[src/rtl/simple_pipe_driver.sv]
// simple_pipe_driver: buffers a short program, issues it to the pipeline, drains, then dumps the register file
// Ports:
//   clk, rst (async, active-low)
//   in_valid/in_inst/in_ready : program load port (accepted only while idle and not full)
//   start                     : begin a run, sampled only while idle
//   inst                      : registered instruction to the pipeline, 8'h00 when not issuing
//   dummy_read_rf/dummy_rf_data : pipeline register read port, driven during the dump
//   dump_valid/dump_idx/dump_data : captured register values, one per cycle after each dump read
//   busy, done, count, issued : run status, buffer occupancy and issue count
module simple_pipe_driver #(
  parameter int DEPTH = 8,
  parameter int DRAIN = 2
) (
  input  logic                    clk,
  input  logic                    rst,
  input  logic                    in_valid,
  input  logic [7:0]              in_inst,
  output logic                    in_ready,
  input  logic                    start,
  output logic [7:0]              inst,
  output logic [1:0]              dummy_read_rf,
  input  logic [7:0]              dummy_rf_data,
  output logic                    dump_valid,
  output logic [1:0]              dump_idx,
  output logic [7:0]              dump_data,
  output logic                    busy,
  output logic                    done,
  output logic [$clog2(DEPTH):0]  count,
  output logic [$clog2(DEPTH):0]  issued
);
  localparam int AW = $clog2(DEPTH);
  localparam int DW = DRAIN > 1 ? $clog2(DRAIN) : 1;
  typedef enum logic [2:0] {S_IDLE, S_ISSUE, S_DRAIN, S_DUMP, S_DONE} state_t;
  state_t state, nxt;
  logic [7:0] mem [DEPTH];
  logic [AW:0] wr_ptr, rd_ptr;
  logic [DW-1:0] dcnt;
  logic [1:0] dptr;
  logic empty, full, push, pop;
  assign empty = wr_ptr == rd_ptr;
  // pointers carry one extra wrap bit so full and empty are distinguishable
  assign full = (wr_ptr[AW-1:0] == rd_ptr[AW-1:0]) && (wr_ptr[AW] != rd_ptr[AW]);
  assign push = in_valid & in_ready;
  assign pop = (state == S_ISSUE) && !empty;
  always_ff @(posedge clk or negedge rst)
    if (!rst) state <= S_IDLE;
    else state <= nxt;
  always_comb begin
    nxt = state;
    case (state)
      S_IDLE:  nxt = start ? S_ISSUE : S_IDLE;
      S_ISSUE: nxt = empty ? S_DRAIN : S_ISSUE;
      S_DRAIN: nxt = dcnt == '0 ? S_DUMP : S_DRAIN;
      S_DUMP:  nxt = dptr == 2'd3 ? S_DONE : S_DUMP;
      default: nxt = S_IDLE;
    endcase
  end
  always_comb begin
    in_ready = (state == S_IDLE) && !full;
    busy = state != S_IDLE;
    dummy_read_rf = state == S_DUMP ? dptr : 2'd0;
  end
  always_ff @(posedge clk)
    if (push) mem[wr_ptr[AW-1:0]] <= in_inst;
  always_ff @(posedge clk or negedge rst)
    if (!rst) begin
      wr_ptr <= '0;
      rd_ptr <= '0;
      count <= '0;
      issued <= '0;
      inst <= 8'h00;
      dcnt <= '0;
      dptr <= 2'd0;
      dump_valid <= 1'b0;
      dump_idx <= 2'd0;
      dump_data <= 8'h00;
      done <= 1'b0;
    end else begin
      wr_ptr <= wr_ptr + (AW+1)'(push);
      rd_ptr <= rd_ptr + (AW+1)'(pop);
      count <= count + (AW+1)'(push) - (AW+1)'(pop);
      issued <= (state == S_IDLE && start) ? '0 : issued + (AW+1)'(pop);
      inst <= pop ? mem[rd_ptr[AW-1:0]] : 8'h00;
      // loaded with DRAIN-1 so the drain state lasts exactly DRAIN cycles
      dcnt <= (state == S_ISSUE && empty) ? DW'(DRAIN - 1) :
              (state == S_DRAIN && dcnt != '0) ? dcnt - DW'(1) : dcnt;
      dptr <= state == S_DRAIN ? 2'd0 : state == S_DUMP ? dptr + 2'd1 : dptr;
      dump_valid <= state == S_DUMP;
      dump_idx <= state == S_DUMP ? dptr : dump_idx;
      dump_data <= state == S_DUMP ? dummy_rf_data : dump_data;
      done <= (state == S_DUMP) && (dptr == 2'd3);
    end
endmodule

[config.mk]
export PLATFORM = sky130hd
export DESIGN_NAME = simple_pipe_driver
export DESIGN_NICKNAME = d
export VERILOG_FILES = /design/src/rtl/simple_pipe_driver.sv
export SDC_FILE = /design/constraint.sdc
export NUM_CORES = 1
export LEC_CHECK = 0
export BUFFER_PORTS_ARGS = -buffer_cell sky130_fd_sc_hd__buf_2
export CAP_MARGIN = 20
export CORE_MARGIN = 2
export CORE_UTILIZATION = 57
export DETAILED_ROUTE_END_ITERATION = 12
export PLACE_DENSITY = 0.75
export SLEW_MARGIN = 25
export SYNTH_ARGS = -nofsm -noshare
export SYNTH_HDL_FRONTEND = slang
export SYNTH_SLANG_ARGS = --single-unit
export TNS_END_PERCENT = 5
[constraint.sdc]
create_clock -name clk -period 2.9 [get_ports clk]
set_clock_uncertainty 0.05 [all_clocks]
set_input_delay 0.58 -clock clk [delete_from_list [all_inputs] [get_ports clk]]
set_output_delay 0.58 -clock clk [all_outputs]
set_load 0.02 [all_outputs]
==> metrics.cfg, run 1 <==
[timing]
tightest_slew_ps = 526.3
setup-violations-final = 0
finalHoldViolCount = 0
fin_crit_ps = 2493
post-route-period-util = 0.8596
fin_setup_tns_ps = 0
rsz0062_at_grt = false
relSlewSlack = 0.6491
drv_slew = 0
fmax_ghz = 0.4011
whs_ps = 132.1

[clock_tree]
cts_buffers = 9
htree_levels = 3
cts_root_buffer = clkbuf_8
cts_setup_buffers = 0
clk_pin_slew_worst_paths_ps = 100
cts.sinks = 106
cts_tree = yes
cts.repair.resized = 0
cts_max_path_buffers = 2
clk_latency_ps = 370
holdBufCountCts = 0

[power_and_ir_drop]
finalPower_mw = 4.989
leakage_nw = 2.008
peakVddDrop_mv = 0.3642
power.density_nw_per_um2 = 1021

[worst_setup_path]
crit_path_max_incr_delay_ps = 470
path_depth = 5
r2r_cells = 9
crit_path_top_delay_cell = dfrtp_1
required_ps = 2270
path_delay_family = flip-flops
crit_fanout = 10
crit_chain = xor2_1, o41ai_2, buf_4, inv_1, buf_2
arrival_ps = 1860
startpoint_type = flop
worstSetupEndpointType = output port
crit_buf_inv = 3
critical_path_class = reg -> out

[global_route]
antenna_found_initial = 0
grt_max_degree = 43
grt_pass1_wl_mm = 11.88
overflow = 0
grt_pass1_vias = 2273
grt_usage = 0.1944

[placement]
dp_hpwl_mm = 4.733
port_buffers = 51
gp_congestion = 0.8186

[floorplanning]
fp.dieArea_um2 = 8173
coreArea_um2 = 7253
io_pins = 52
dieHeight_um = 90.41
fp.dieW_um = 90.41
start_util = 0.5867
rows = 31

[layout]
syn_to_final_growth_pct = 14.88
drive_gt1_frac = 0.3478
antenna_cells = 0
num-nets-final = 349

[logic_synthesis]
synth_area_um2 = 4255
synth.avg_cell_area_um2 = 17.09
async_reset_ff_frac = 0.3962
syn_inst = 249
yosysWarnings = 0
ys.flop_type = edfxtp_1
yosysSeqAreaShare = 0.6986
yosysUniqueCellTypes = 36
syn_nets = 281
synth-edff-count = 64
synth_seq_cells = 106

[routing]
drc = 0
vias_per_cell = 5.385
wl_per_cell_um = 17.25
num_vias = 2267
drt_iter0_drc = 146
ant_nets = 0
wirelength_mm = 7.264
firstDrtPassIters = 4

[hold_path]
hp-class = in -> async

[outcome]
outcome = finished clean

[job]
cap_violations = 0

routing by layer:
layer	share of wire	track usage
met1	0.43	0.2596
met2	0.50	0.3152
met3	0.057	0.03339
met4	0.012	0.09231
met5	0	0
final cells by class:
class / instances / area, um2
flip-flops and latches: 106 / 2973
multi-input cells: 121 / 1166
clock inverters: 7 / 82.58
well taps: 99 / 123.9
fillers: 492 / 2365
repair buffers: 66 / 370.4
clock buffers: 9 / 123.9
inverters: 13 / 48.80
registers in the layout, summed over array words and instances (netlist names), 2 cells and up:
signal,count
mem,64
rd_ptr,4
issued,4
state,3
dump_idx,2
count,4
inst,8
dptr,2
wr_ptr,4
dump_data,8
placed cells by master, fill, tap and decap left out, types with 8 or more instances in the layout:
cell      synthesis  routed
nor3_1           13      13
mux4_2           16      16
mux2i_1           8       8
mux2_2            8       8
buf_2             3      50
inv_1            12      12
dfrtp_1          42      42
ha_1             11      11
buf_4             2      16
clkbuf_8          0       9
edfxtp_1         64      64
nor2_1            8       8
report_power, final:
part	switching (mW)	total, mW	leakage (nW)	internal, mW
clock network	0.516	0.929	0.105	0.413
logic	1.08	1.96	0.803	0.874
registers	0.184	2.10	1.10	1.92
worst reg2reg max path, cell delays in order (launching register included):
cell and delay (ps):
dfrtp_1 440, nor3_1 360, o41ai_2 150, or2_2 310
ha_1 290, inv_1 50, ha_1 150, inv_1 60
fa_1 380, xnor2_1 140
per-stage QoR:
| stage | area (um2) | utilization | worst slack (ps) | cells |
|---|---|---|---|---|
| after detailed placement | 4679 | 0.6452 | 426.1 | 405 |
| after global routing | 4888 | 0.6740 | 246.0 | 421 |
| after CTS | 4886 | 0.6736 | 384.5 | 421 |
| after floorplan | 4255 | - | 416.6 | 249 |
| after global placement | 4679 | 0.6452 | 478.2 | 405 |
| final | 4888 | 0.6740 | 407.2 | 421 |
worst paths after layout:
path | start | to | slack [ps]
max in group asynchronous | rst | inst[3] | 2310
worst min register to register | rd_ptr[3] | rd_ptr[3] | 450
min in group clk | dummy_rf_data[3] | dump_data[3] | 390
worst max-delay path | wr_ptr[1] | in_ready | 410
worst min-delay path | rst | dump_idx[0] | 130
worst max register to register | state[1] | count[2] | 420
cell usage after synthesis, types with 2 or more instances:
cell,count,area share
edfxtp_1,64,0.45
dfrtp_1,42,0.25
mux4_2,16,0.085
nor3_1,13,0.015
inv_1,12,0.011
ha_1,11,0.032
mux2_2,8,0.021
mux2i_1,8,0.019
nor2_1,8,0.0071
nand2_1,7,0.0062
xnor2_1,7,0.014
o21ai_0,6,0.0071
xor2_1,6,0.012
nand3_1,4,0.0047
nor4_1,4,0.0059
buf_2,3,0.0035
buf_6,3,0.0079
nand2b_1,3,0.0044
a21oi_1,2,0.0024
a31o_2,2,0.0041
and2_1,2,0.0029
and3_1,2,0.0029
buf_4,2,0.0035
nor2b_1,2,0.0029
logic make-up after synthesis:
| logic type | Yosys count | share of synthesized area |
|---|---|---|
| AO/OA/AOI/OAI | 15 | 0.02470 |
| XOR/XNOR | 13 | 0.02676 |
| adder cells (fa/ha/maj) | 12 | 0.03705 |
| buffers and inverters | 22 | 0.02734 |
| flip-flops | 106 | 0.6986 |
| multiplexers | 32 | 0.1247 |
| AND/OR/NAND/NOR | 49 | 0.06086 |
Note: power is estimated with default switching activity, not from simulation.
==> run 2, diff against run 1 <==
--- a/config.mk
+++ b/config.mk
@@ -5,12 +5,14 @@
 export SDC_FILE = /design/constraint.sdc
 export NUM_CORES = 1
 export LEC_CHECK = 0
+export ABC_AREA = 1
 export BUFFER_PORTS_ARGS = -buffer_cell sky130_fd_sc_hd__buf_2
 export CAP_MARGIN = 20
 export CORE_MARGIN = 2
-export CORE_UTILIZATION = 57
+export CORE_UTILIZATION = 58
 export DETAILED_ROUTE_END_ITERATION = 12
-export PLACE_DENSITY = 0.75
+export GPL_TIMING_DRIVEN = 1
+export PLACE_DENSITY = 0.76
 export SLEW_MARGIN = 25
 export SYNTH_ARGS = -nofsm -noshare
 export SYNTH_HDL_FRONTEND = slang
==> metrics.cfg, run 2 <==
[power_and_ir_drop]
peakVddDrop_mv = 0.5494
leakage_nw = 2.344
power.density_nw_per_um2 = 1032
finalPower_mw = 5.315

[global_route]
grt_usage = 0.2236
overflow = 0
antenna_found_initial = 0
grt_max_degree = 43
grt_pass1_vias = 2999
grt_pass1_wl_mm = 14.66

[clock_tree]
clk_pin_slew_worst_paths_ps = 100
cts_setup_buffers = 0
cts.sinks = 106
cts.repair.resized = 0
holdBufCountCts = 0
cts_root_buffer = clkbuf_8
cts_tree = yes
cts_max_path_buffers = 2
clk_latency_ps = 360
htree_levels = 3
cts_buffers = 9

[routing]
drt_iter0_drc = 207
firstDrtPassIters = 4
vias_per_cell = 5.072
num_vias = 3033
wirelength_mm = 8.763
drc = 0
ant_nets = 0
wl_per_cell_um = 14.65

[layout]
instances_no_fill = 598
seq_area_um2 = 2973
largest_register_ffs = 64
num-nets-final = 523
syn_to_final_growth_pct = 10.92
final_common_cell = nand2_1
layout_common_cells = nand2_1 (94), nor2_1 (69), edfxtp_1 (64), buf_2 (50), dfrtp_1 (42)
antenna_cells = 0
final_core_util = 0.6661
num-fill-cells = 610
drive_gt1_frac = 0.2097
multi_input_area_um2 = 1381

[logic_synthesis]
synth-edff-count = 64
netlist_top_cells_count = nand2_1 (94), nor2_1 (69), edfxtp_1 (64), dfrtp_1 (42), nand3_1 (37)
async_reset_ff_frac = 0.3962
synth.avg_cell_area_um2 = 10.62
syn_inst = 437
yosysSeqAreaShare = 0.6406
synth_top_area_frac = 0.4141
synth_area_um2 = 4641
synth_seq_cells = 106
yosysWarnings = 0
ys_top_cells_by_area = edfxtp_1 (41%), dfrtp_1 (23%), nand2_1 (7.6%)
ys.flop_type = edfxtp_1
yosys.cell_count.top_type = nand2_1
yosysUniqueCellTypes = 31
synth_area_leader_cell = edfxtp_1
syn_nets = 469

[worst_setup_path]
required_ps = 3120
startpoint_type = flop
worstSetupEndpointType = flop
crit_fanout = 12
r2r_cells = 13
arrival_ps = 2810
critical_path_class = reg -> reg

[placement]
dp_hpwl_mm = 5.774
port_buffers = 51
gp_congestion = 0.8621
place_inst = 582

[floorplanning]
fp.dieW_um = 93.45
rows = 32
dieHeight_um = 93.45
io_pins = 52
coreArea_um2 = 7727
start_util = 0.6006
fp.dieArea_um2 = 8733

[timing]
finalHoldViolCount = 0
drv_slew = 0
fin_setup_tns_ps = 0
tightest_slew_ps = 643.9
fin_crit_ps = 2594
fmax_ghz = 0.3854
rsz0062_at_grt = false
setup-violations-final = 0
relSlewSlack = 0.5703
post-route-period-util = 0.8946

[outcome]
outcome = finished clean

[hold_path]
hp-class = in -> async

[job]
cap_violations = 0

[run 2: kinds of logic after synthesis]
group           synth area share
xor+xnor                 0.01510
flops                     0.6406
fa+ha+maj                0.03397
buf+inv                  0.06174
compound gates          0.008087
simple gates              0.2405
[run 2: power breakdown]
part           total, mW  internal (mW)  switching (mW)
combinational       2.27          0.793            1.48
sequential          2.18           1.93           0.247
clock              0.866          0.390           0.475
total               5.31           3.12            2.20
[run 2: path summary, 6_finish.rpt]
path,endpoint,slack [ps],start
hold / removal,count[1],130,rst
setup / recovery,count[1],310,rd_ptr[2]
min in group clk,dump_data[7],360,dummy_rf_data[7]
hold reg to reg,dump_data[7],440,dump_data[7]
max in group asynchronous,rd_ptr[1],2290,rst
setup reg to reg,count[1],310,rd_ptr[2]
[run 2: stage by stage]
stage / instance area (um2) / hold WS [ps] / setup WS [ps]
2_1_floorplan: 4641 / 234.4 / 714.1
5_1_grt: 5147 / 158.6 / 154.8
4_1_cts: 5145 / 316.0 / 322.5
3_3_place_gp: 4955 / 409.5 / 447.5
3_5_place_dp: 4955 / 409.9 / 336.1
6_report: 5147 / 132.6 / 305.6
[run 2: critical path: stages, from the launching register on]
cell and delay (ps):
dfrtp_1 710, inv_2 70, nand2_1 70, nand2_1 80
nor2_1 170, nand2_2 90, nand2_4 140, inv_2 70
ha_1 270, inv_1 60, ha_1 150, inv_1 50
fa_1 480, inv_1 50
[run 2: routing by layer]
metal | vias up | global-route usage | part of all wire | wire, um
met5 | - | 0 | 0 | 0
met4 | 0 | 0.09191 | 0.025 | 218
met1 | 1422 | 0.3161 | 0.45 | 3903
met3 | 22 | 0.04110 | 0.047 | 409
met2 | 92 | 0.3447 | 0.48 | 4231
li1 | 1497 | - | - | -
[run 2: final cells by class]
| class | instances | area share |
|---|---|---|
| multi-input cells | 273 | 0.2684 |
| clock inverters | 3 | 0.003889 |
| inverters | 44 | 0.03354 |
| repair buffers | 57 | 0.05882 |
| well taps | 102 | 0.02479 |
| clock buffers | 13 | 0.03306 |
| flip-flops and latches | 106 | 0.5775 |
==> run 3, diff against run 2 <==
--- a/config.mk
+++ b/config.mk
@@ -9,10 +9,10 @@
 export BUFFER_PORTS_ARGS = -buffer_cell sky130_fd_sc_hd__buf_2
 export CAP_MARGIN = 20
 export CORE_MARGIN = 2
-export CORE_UTILIZATION = 58
+export CORE_UTILIZATION = 39
 export DETAILED_ROUTE_END_ITERATION = 12
 export GPL_TIMING_DRIVEN = 1
-export PLACE_DENSITY = 0.76
+export PLACE_DENSITY = 0.54
 export SLEW_MARGIN = 25
 export SYNTH_ARGS = -nofsm -noshare
 export SYNTH_HDL_FRONTEND = slang
==> metrics.cfg, run 3 (same netlist as run 2, synthesis figures left out) <==
[worst_setup_path]
critical_path_class = reg -> reg
path_delay_family = adder cells
r2r_cells = 13
worstSetupStartpoint = rd_ptr[2]
arrival_ps = 2600
crit_buf_inv = 4
r2r_start = rd_ptr[2]
startpoint_type = flop
r2r_end = count[2]
crit_path_top_delay_cell = dfrtp_1
required_ps = 3080
crit_fanout = 10
crit_path_max_incr_delay_ps = 480
worstSetupEndpointType = flop
ff2ff_setup_slack_ps = 480
crit_chain = inv_2, nand2_1, nand2_1, nor2_1, nand2_2, nand2_4, inv_2, ha_1, inv_1, ha_1, inv_1, fa_1, xnor2_1

[timing]
worst_slack_ps = 477.6
fin_crit_ps = 2422
rsz0062_at_grt = false
relSlewSlack = 0.5518
tightest_slew_ps = 671.5
post-route-period-util = 0.8353
setup-violations-final = 0
finalHoldViolCount = 0
fmax_ghz = 0.4128
fin_setup_tns_ps = 0
drv_slew = 0

[layout]
layout_common_cells = nand2_1 (94), nor2_1 (69), edfxtp_1 (64), buf_2 (50), dfrtp_1 (42)
final_common_cell = nand2_1
antenna_cells = 0
num-nets-final = 522
drive_gt1_frac = 0.2081
num-fill-cells = 1105
largest_register_ffs = 64
syn_to_final_growth_pct = 14.69

[clock_tree]
clk_pin_slew_worst_paths_ps = 70
cts_root_buffer = clkbuf_16
holdBufCountCts = 0
cts.sinks = 106
cts_tree = yes
clk_latency_ps = 340
cts_max_path_buffers = 2
cts.repair.resized = 0
cts_setup_buffers = 0
htree_levels = 3
cts_buffers = 9

[power_and_ir_drop]
p_comb_frac = 0.397
seqPwrFrac = 0.376
p_switching_mw = 2.242
power.density_nw_per_um2 = 1079
peakVddDrop_mv = 0.3765
pwr-share-clk = 0.228
leakage_nw = 2.389
power.internal_mw = 3.501
swShare = 0.3904

[routing]
firstDrtPassIters = 10
ant_nets = 0
drt_iter0_drc = 162
wirelength_mm = 9.325
vias_per_cell = 4.575
drc = 3
num_vias = 2919
wl_per_cell_um = 14.62

[job]
cap_violations = 0

[floorplanning]
fp.dieArea_um2 = 12790
rows = 39
fp.dieW_um = 113.1
io_pins = 52
start_util = 0.4030
dieHeight_um = 113.1
coreArea_um2 = 11520

[placement]
gp_congestion = 0.7872
dp_hpwl_mm = 6.005
port_buffers = 51
pre_cts_slack_ps = 463.4

[hold_path]
hp-class = in -> async

[global_route]
overflow = 0
antenna_found_initial = 0
grt_pass1_wl_mm = 15.25
grt_max_degree = 43
grt_usage = 0.1573
grt_pass1_vias = 2838

[outcome]
violations = design-rule violations
outcome = complete, but fails checks

## run 3: changes by cell type in the layout (fill, tap and decap cells not counted), moves of 2 or more
cell        delta
bufinv_16      +2
clkbuf_8       -9
clkinvlp_4     +2
clkbuf_16      +8
## run 3: per-layer routing
metal	global-route usage	routed length, um	vias up
met5	0	0	-
met2	0.2431	4449	47
met1	0.2158	4469	1368
li1	-	-	1500
met3	0.04231	335	4
met4	0.05528	70	0
## run 3: worst register-to-register path, stage by stage, from the launching register on
cell and delay (ps):
dfrtp_1 480, inv_2 150, nand2_1 90, nand2_1 80, nor2_1 150, nand2_2 90, nand2_4 140, inv_2 70
ha_1 260, inv_1 60, ha_1 150, inv_1 50, fa_1 370, xnor2_1 130
## run 3: through the flow
step	std cells	area, um2	utilization	power, mW	hold WS [ps]
after floorplan	437	4641	-	3.930	234.4
after global placement	622	4999	0.4341	4.466	408.6
after detailed placement	622	4999	0.4341	4.486	410.5
after CTS	638	5320	0.4620	5.815	369.0
after global routing	638	5323	0.4622	6.211	220.9
final	638	5323	0.4622	5.742	175.4
## run 3: cell type report
cell class / instances / area (um2) / area share
flip-flops and latches: 106 / 2973 / 0.5585
multi-input cells: 273 / 1381 / 0.2595
well taps: 143 / 178.9 / 0.03362
clock inverters: 4 / 75.07 / 0.01410
clock buffers: 12 / 246.5 / 0.04631
repair buffers: 56 / 295.3 / 0.05548
inverters: 44 / 172.7 / 0.03244
## run 3: power groups by stage
stage                     clock (mW)  sequential (mW)  combinational [mW]
after global placement             0             2.17                2.29
after global routing            1.41             2.20                2.60
after CTS                       1.34             2.16                2.31
final                           1.31             2.16                2.28
after floorplan                    0             2.32                1.61
after detailed placement           0             2.19                2.30
## run 3: how the worst max path moves through the flow
stage	endpoint	slack, ps	cells past startpoint
after floorplan	count[2]	710	13
after global placement	count[1]	520	13
after detailed placement	count[2]	460	13
after CTS	count[2]	450	13
after global routing	count[2]	330	13
final	count[2]	480	13
